--- src/rtl/booth_algorithm_multiplier.sv ---
// Sequential radix-2 Booth multiplier: one add/sub plus arithmetic right shift per cycle,
// producing the full 2N-bit signed product N cycles after an accepted start.
module booth_algorithm_multiplier #(
    parameter int N = 32
) (
    input  logic           clk,
    input  logic           rst,
    input  logic           start,
    input  logic [N-1:0]   X,
    input  logic [N-1:0]   Y,
    output logic [2*N-1:0] Product,
    output logic           busy,
    output logic           done
);

    localparam int CW = $clog2(N + 1);

    typedef enum logic [1:0] {
        S_IDLE,
        S_RUN,
        S_DONE
    } state_t;

    state_t         r_state;
    state_t         w_next_state;
    logic [N:0]     r_m;
    logic [N:0]     r_a;
    logic [N-1:0]   r_q;
    logic           r_q_1;
    logic [CW-1:0]  r_count;
    logic [2*N-1:0] r_product;
    logic           r_busy;
    logic           r_done;

    logic [N:0]     w_a_sum;
    logic [N:0]     w_a_shift;
    logic [N-1:0]   w_q_shift;
    logic           w_last;

    assign w_last = (r_count == CW'(1));

    // NOTE: every signal written in always_comb gets a default first, so no path leaves it unassigned and no latch is inferred.
    always_comb begin
        w_next_state = r_state;
        unique case (r_state)
            S_IDLE:  if (start) w_next_state = S_RUN;
            S_RUN:   if (w_last) w_next_state = S_DONE;
            S_DONE:  w_next_state = S_IDLE;
            default: w_next_state = S_IDLE;
        endcase
    end

    // Booth recoding of {Q[0],Q_1}; M is one bit wider than the operands so A cannot overflow.
    always_comb begin
        w_a_sum = r_a;
        unique case ({r_q[0], r_q_1})
            2'b01:   w_a_sum = r_a + r_m;
            2'b10:   w_a_sum = r_a - r_m;
            default: w_a_sum = r_a;
        endcase
    end

    assign w_a_shift = {w_a_sum[N], w_a_sum[N:1]};
    assign w_q_shift = {w_a_sum[0], r_q[N-1:1]};

    // NOTE: sequential state uses non-blocking assignments so every register samples pre-edge values.
    always_ff @(posedge clk or posedge rst) begin
        if (rst) begin
            r_state <= S_IDLE;
        end else begin
            r_state <= w_next_state;
        end
    end

    always_ff @(posedge clk or posedge rst) begin
        if (rst) begin
            r_m       <= '0;
            r_a       <= '0;
            r_q       <= '0;
            r_q_1     <= 1'b0;
            r_count   <= '0;
            r_product <= '0;
            r_busy    <= 1'b0;
            r_done    <= 1'b0;
        end else begin
            unique case (r_state)
                S_IDLE: begin
                    if (start) begin
                        r_m     <= {X[N-1], X};
                        r_a     <= '0;
                        r_q     <= Y;
                        r_q_1   <= 1'b0;
                        r_count <= CW'(N);
                        r_busy  <= 1'b1;
                    end
                end
                S_RUN: begin
                    r_a     <= w_a_shift;
                    r_q     <= w_q_shift;
                    r_q_1   <= r_q[0];
                    r_count <= r_count - 1'b1;
                    if (w_last) begin
                        r_product <= {w_a_shift[N-1:0], w_q_shift};
                        r_done    <= 1'b1;
                        r_busy    <= 1'b0;
                    end
                end
                S_DONE: begin
                    r_done <= 1'b0;
                end
                default: begin
                    r_done <= 1'b0;
                    r_busy <= 1'b0;
                end
            endcase
        end
    end

    assign Product = r_product;
    assign busy    = r_busy;
    assign done    = r_done;

endmodule

--- config.mk ---
export PLATFORM = sky130hd
export DESIGN_NAME = booth_algorithm_multiplier
export DESIGN_NICKNAME = d
export VERILOG_FILES = /design/src/rtl/booth_algorithm_multiplier.sv
export SDC_FILE = /design/constraint.sdc
export NUM_CORES = 1
export LEC_CHECK = 0
export ABC_AREA = 1
export BUFFER_PORTS_ARGS = -buffer_cell sky130_fd_sc_hd__buf_2
export CAP_MARGIN = 40
export CELL_PAD_IN_SITES_DETAIL_PLACEMENT = 2
export CELL_PAD_IN_SITES_GLOBAL_PLACEMENT = 2
export CORE_ASPECT_RATIO = 2
export CORE_MARGIN = 1
export CORE_UTILIZATION = 36
export DETAILED_ROUTE_END_ITERATION = 12
export PLACE_DENSITY_LB_ADDON = 0.3
export SYNTH_ARGS = -nofsm -noshare
export SYNTH_HDL_FRONTEND = slang
export SYNTH_SLANG_ARGS = --single-unit
--- constraint.sdc ---
create_clock -name clk -period 9.1 [get_ports clk]
set_clock_uncertainty 0.05 [all_clocks]
set_input_delay 0.455 -clock clk [delete_from_list [all_inputs] [get_ports clk]]
set_output_delay 0.455 -clock clk [all_outputs]
set_load 0.1 [all_outputs]
# Word-level counts from Yosys, hierarchy flattened
# Cells that the tools add are included.
dict set report word_totals {
  reg_bits 172
  latch_bits 0
  ram_bits 0
  romBits 0
  inputBits 67
  output_inout_bits 66
  wordCells 46
  mem_count 0
}
dict set report classes {
  n_addsub 3
  n_mul 0
  div 0
  magnitude_cmp 0
  eq_ne 7
  shifts 0
  n_mux 17
  bitwise_logic 2
  n_reduce_logical 8
}
# op count
set op_table {}
lappend op_table {{$pmux W33 S2} 2}
lappend op_table {{$pmux W32 S2} 1}
lappend op_table {{$add A33 B33 Y33} 1}
lappend op_table {{$mux W33} 1}
lappend op_table {{$sub A33 B33 Y33} 1}
lappend op_table {{$mux W32} 1}
lappend op_table {{$pmux W6 S2} 1}
lappend op_table {{$reduce_and A2 Y1} 5}
lappend op_table {{$eq A6 B1 Y1 const B} 1}
lappend op_table {{$mux W6} 1}
lappend op_table {{$sub A6 B1 Y6 const B} 1}
lappend op_table {{$eq A2 B1 Y1 const B} 2}
lappend op_table {{$eq A2 B2 Y1 const B} 2}
lappend op_table {{$mux W1} 4}
lappend op_table {{$mux W2} 2}
lappend op_table {{$ne A2 B2 Y1 const B} 2}
lappend op_table {{$pmux W1 S2} 2}
lappend op_table {{$pmux W2 S2} 1}
lappend op_table {{$pmux W1 S3} 1}
lappend op_table {{$reduce_and A3 Y1} 1}
lappend op_table {{$logic_not A2 Y1} 1}
lappend op_table {{$not A1 Y1} 2}
lappend op_table {{$reduce_bool A2 Y1} 1}

# Logic depth before layout (Yosys ltp)
dict set report logic_depth {
  word_depth 3
  depth_mapped 27
  ltp_nobuf 27
}

# Worst setup path before layout
# OpenSTA, ideal clock, no wires.
dict set report synth_timing {
  path_kind {reg2reg}
  startpoint {register r_m[0]}
  endpoint {register r_product[58] (netlist: Product[58])}
  setup_ns 0.120
  arrival_time_ns 2.621
  required_time_ns 8.930
  path_slack_ns 6.309
  path_stages_with_launch 22
  path_cell_list {dfrtp_1 -> inv_1 -> ha_1 -> nand2_1 -> nor2_4 -> nand2_1 -> nand2_1 -> o21ai_2 -> nor2_4 -> o21ai_0 -> xor2_1 -> inv_1 -> ha_1 -> a21oi_1 -> o21ai_0 -> o21bai_1 -> nor2_1 -> nand2_1 -> nand2_1 -> nand3_1 -> nand3_1 -> nand2_1}
}
dict set report synth_between {
  elab_chain_cells 2
  word_cells_on_any_way 3
}
# element line
set synth_lines {}
lappend synth_lines {{start, declared} 26} ;# logic [N:0] r_m;
lappend synth_lines {{start signal, assigned} 89} ;# r_m <= {X[N-1], X};
lappend synth_lines {{$sub A33 B33 Y33 / $add A33 B33 Y33 (equally long branches)} {58, 57}}
lappend synth_lines {{$pmux W33 S2 *} 56} ;# unique case ({r_q[0], r_q_1})
lappend synth_lines {{end signal, assigned} 103} ;# r_product <= {w_a_shift[N-1:0], w_q_shift};
lappend synth_lines {{end, declared} 31} ;# logic [2*N-1:0] r_product;
# Every way passes the cells marked *; elsewhere a longest branch is shown, timed or not.
# A chain may end at the register's enable or synchronous reset.

# Worst setup path after layout
dict set report layout_timing {
  startpoint {register r_q_1}
  endpoint {register r_product[50] (netlist: Product[50])}
}
dict set report layout_between {
  elab_chain_cells 2
  word_cells_on_any_way 3
}
# element line
set layout_lines {}
lappend layout_lines {{start, declared} 29} ;# logic r_q_1;
lappend layout_lines {{start signal, assigned} 100} ;# r_q_1 <= r_q[0];
lappend layout_lines {{$eq A2 B2 Y1 / $eq A2 B1 Y1 (equally long branches)} 56}
lappend layout_lines {{$pmux W33 S2 *} 56}
# Marked as above.

==> results.toml <==
[critical_path]
cp_data_arrival_time_ns = 4.74
critical_path.startpoint_type = "flip-flop"
timing_worst_setup_path_type = "flip-flop to flip-flop"
worstRegToRegCells = 21
critical_path_required_ns = 9.45
setup_slack_reg_to_reg_ns = 4.71
worstPathMaxFanout = 21
critical_path.endpoint_type = "flip-flop"

[place]
routabilityCongestion = 0.909
portBuffers = 132
detailedPlacementHpwl_um = 28300

[synthesis]
synth_top_area_share_pct = 43.2
synth_enable_flop_cells = 0
synth_sequential_area_ratio_pct = 43.2
syn-mean-instance-area_um2 = 7.37
mapped_nets = 1447
number_of_synthesized_register_bits = 171
async_reset_ff_share_pct = 100
synth_top_flop_cell = "sky130_fd_sc_hd__dfrtp_1"
synth.cell_area_um2 = 9900
mapped_cells = 1343
netlist-cell-type-count = 43
synth.yosys.warnings = 0
synth.area.top_cells = "sky130_fd_sc_hd__dfrtp_1 (43%), sky130_fd_sc_hd__nand2_1 (18%), sky130_fd_sc_hd__o21ai_0 (6.3%), sky130_fd_sc_hd__inv_1 (6.1%), sky130_fd_sc_hd__ha_1 (4.5%)"
yosysTopAreaCell = "sky130_fd_sc_hd__dfrtp_1"

[final_layout]
layout.nets = 1565
area.growth.synth_to_final_pct = 16.8
final-seq-area_um2 = 4280
most_common_library_cell_in_the_layout_ignoring_fill_and_taps = "sky130_fd_sc_hd__nand2_1"
n_antenna_cell = 0
drive_above_1_share_pct = 14.0
multi_input_logic_area_um2 = 4830
num-fill-cells = 3241
layout.cells.most_common_list = "sky130_fd_sc_hd__nand2_1 (464), sky130_fd_sc_hd__dfrtp_1 (171), sky130_fd_sc_hd__inv_1 (160)"

[sta]
period_needed_ns = 4.39
max_freq_mhz = 228
timing.max_slew.rel_slack_pct = 40.9
setup_violations = 0
final_hold_viol_count = 0
setup_total_negative_slack_ns = 0
rsz_0062_raised_after_global_routing = "no"
tightest_slew_ns = 0.886
final.period_utilization_pct = 48.3
final_max_slew_viol_count = 0

[grt]
pin_count_of_the_biggest_net_entering_global_routing = 89
gr-total-overflow = 0
global_route.usage.total_pct = 29.2
number_of_global_route_vias_before_repair = 11413
antenna_found_initial = 0
grt_first_pass_wirelength_um = 62100

[flow_run]
count_of_maximum_capacitance_violations = 0

[floorplanning]
placementRows = 85
initial_core_utilization_pct = 36.7
dieHeight_um = 237
die_outline_area_um2 = 28200
io-pin-count = 133
die-width_um = 119
core-area_um2 = 27000

[clocking]
clock-sinks = 171
cts_made_buffers = 17
tritoncts = "built"
cts_resized = 0
cts_root_buf = "sky130_fd_sc_hd__clkbuf_16"
max_root_sink_buffers = 2
clock_insertion_delay_worst_skew_ns = 0.47
h_tree_levels = 4
worst_setup_hold_path_clk_slew_ns = 0.08

[min_path]
min_delay_path_depth = 3
min_path_type = "primary input to flip-flop"

[route]
wire_per_inst_um = 21.3
antenna_violating_nets_post_route = 0
vias = 9661
finalWirelength_um = 38900
drtIter0Drc = 265
ratio_of_routed_vias_to_standard_cells = 5.30
route.detailed.drc = 0
detail_route.first_pass.iterations = 4

[outcome]
result_of_the_run = "completed"
flip-flops by register name (all words and copies together) (netlist names), 2 cells and up:
register	count
r_q	32
r_state	2
r_count	6
Product	64
r_m	32
r_a	32
critical path, stage by stage, from the launching register on:
cell and delay [ns]:
sky130_fd_sc_hd__dfrtp_1 0.36, sky130_fd_sc_hd__inv_1 0.09, sky130_fd_sc_hd__ha_1 0.61, sky130_fd_sc_hd__inv_1 0.55, sky130_fd_sc_hd__nand2_1 0.24, sky130_fd_sc_hd__o21ai_0 0.16
sky130_fd_sc_hd__xor2_1 0.18, sky130_fd_sc_hd__inv_1 0.06, sky130_fd_sc_hd__ha_1 0.36, sky130_fd_sc_hd__a21oi_1 0.21, sky130_fd_sc_hd__inv_1 0.09, sky130_fd_sc_hd__nor2_1 0.14
sky130_fd_sc_hd__nand2_1 0.15, sky130_fd_sc_hd__nand2_1 0.09, sky130_fd_sc_hd__nand2_1 0.19, sky130_fd_sc_hd__nand3_1 0.28, sky130_fd_sc_hd__nand2_1 0.08, sky130_fd_sc_hd__nand2_1 0.07
sky130_fd_sc_hd__nand3_1 0.07, sky130_fd_sc_hd__nand2_1 0.12, sky130_fd_sc_hd__nand2_1 0.07, sky130_fd_sc_hd__nand2_1 0.08
final cells by class:
cell class / instances / area share, %
tap: 348 / 3.76
clock buffer: 18 / 3.80
inverter: 163 / 5.34
timing repair buffer: 145 / 6.99
multi-input combinational: 963 / 41.7
sequential: 171 / 37.0
clock inverter: 14 / 1.37
routing by layer:
metal | global-route usage, % | vias up | wire length [µm]
met4 | 17.9 | 0 | 2310
met2 | 57.3 | 200 | 22000
met1 | 27.5 | 4855 | 13600
met5 | 0 | - | 0
met3 | 4.65 | 95 | 1010
li1 | - | 4511 | -
synth_stat cells (all sizes together) (6+ instances only):
cell / number
or2: 9
xor2: 26
a21oi: 40
nand4: 9
o21ai: 136
nand3: 66
ha: 36
inv: 163
nor2: 88
a22oi: 26
clkbuf: 24
o211ai: 7
nand2: 468
dfrtp: 171
nor3: 9
xnor2: 7
buf: 22
nand3b: 6
kinds of logic after synthesis:
logic type	after synthesis	synth area share [%]
AO/OA/AOI/OAI	225	12.7
multiplexers	5	0.505
adder cells (fa/ha/maj)	37	4.75
flip-flops	171	43.2
buffers and inverters	209	8.15
AND/OR/NAND/NOR	663	27.8
XOR/XNOR	33	2.92
repair_timing:
action	CTS	global route
hold endpoints to repair	40	0
endpoints found under the setup margin	0	0
buffers inserted	0	0
hold buffers	1	0
through the flow:
stage	utilization (%)	cells	instance area [µm²]	setup WS (ns)	hold WS [ns]
4_1_cts	42.8	1822	11600	4.69	0.137
6_report	42.8	1822	11600	4.71	0.152
5_1_grt	42.8	1822	11600	4.35	0.158
3_5_place_dp	40.6	1789	11000	4.77	0.417
2_1_floorplan	-	1343	9900	3.96	0.394
3_3_place_gp	40.3	1786	10900	4.90	0.401
path summary, 6_finish.rpt:
check / startpoint / to
min reg2reg: Product[57] / Product[57]
min: X[29] / r_m[29]
max reg2reg: r_q_1 / Product[50]
max: r_q_1 / Product[50]
min in group asynchronous: rst / Product[27]
max in group asynchronous: rst / Product[48]
Power is not shown: default switching activity piles up to over one toggle a cycle in this logic, so the estimate is an artifact.
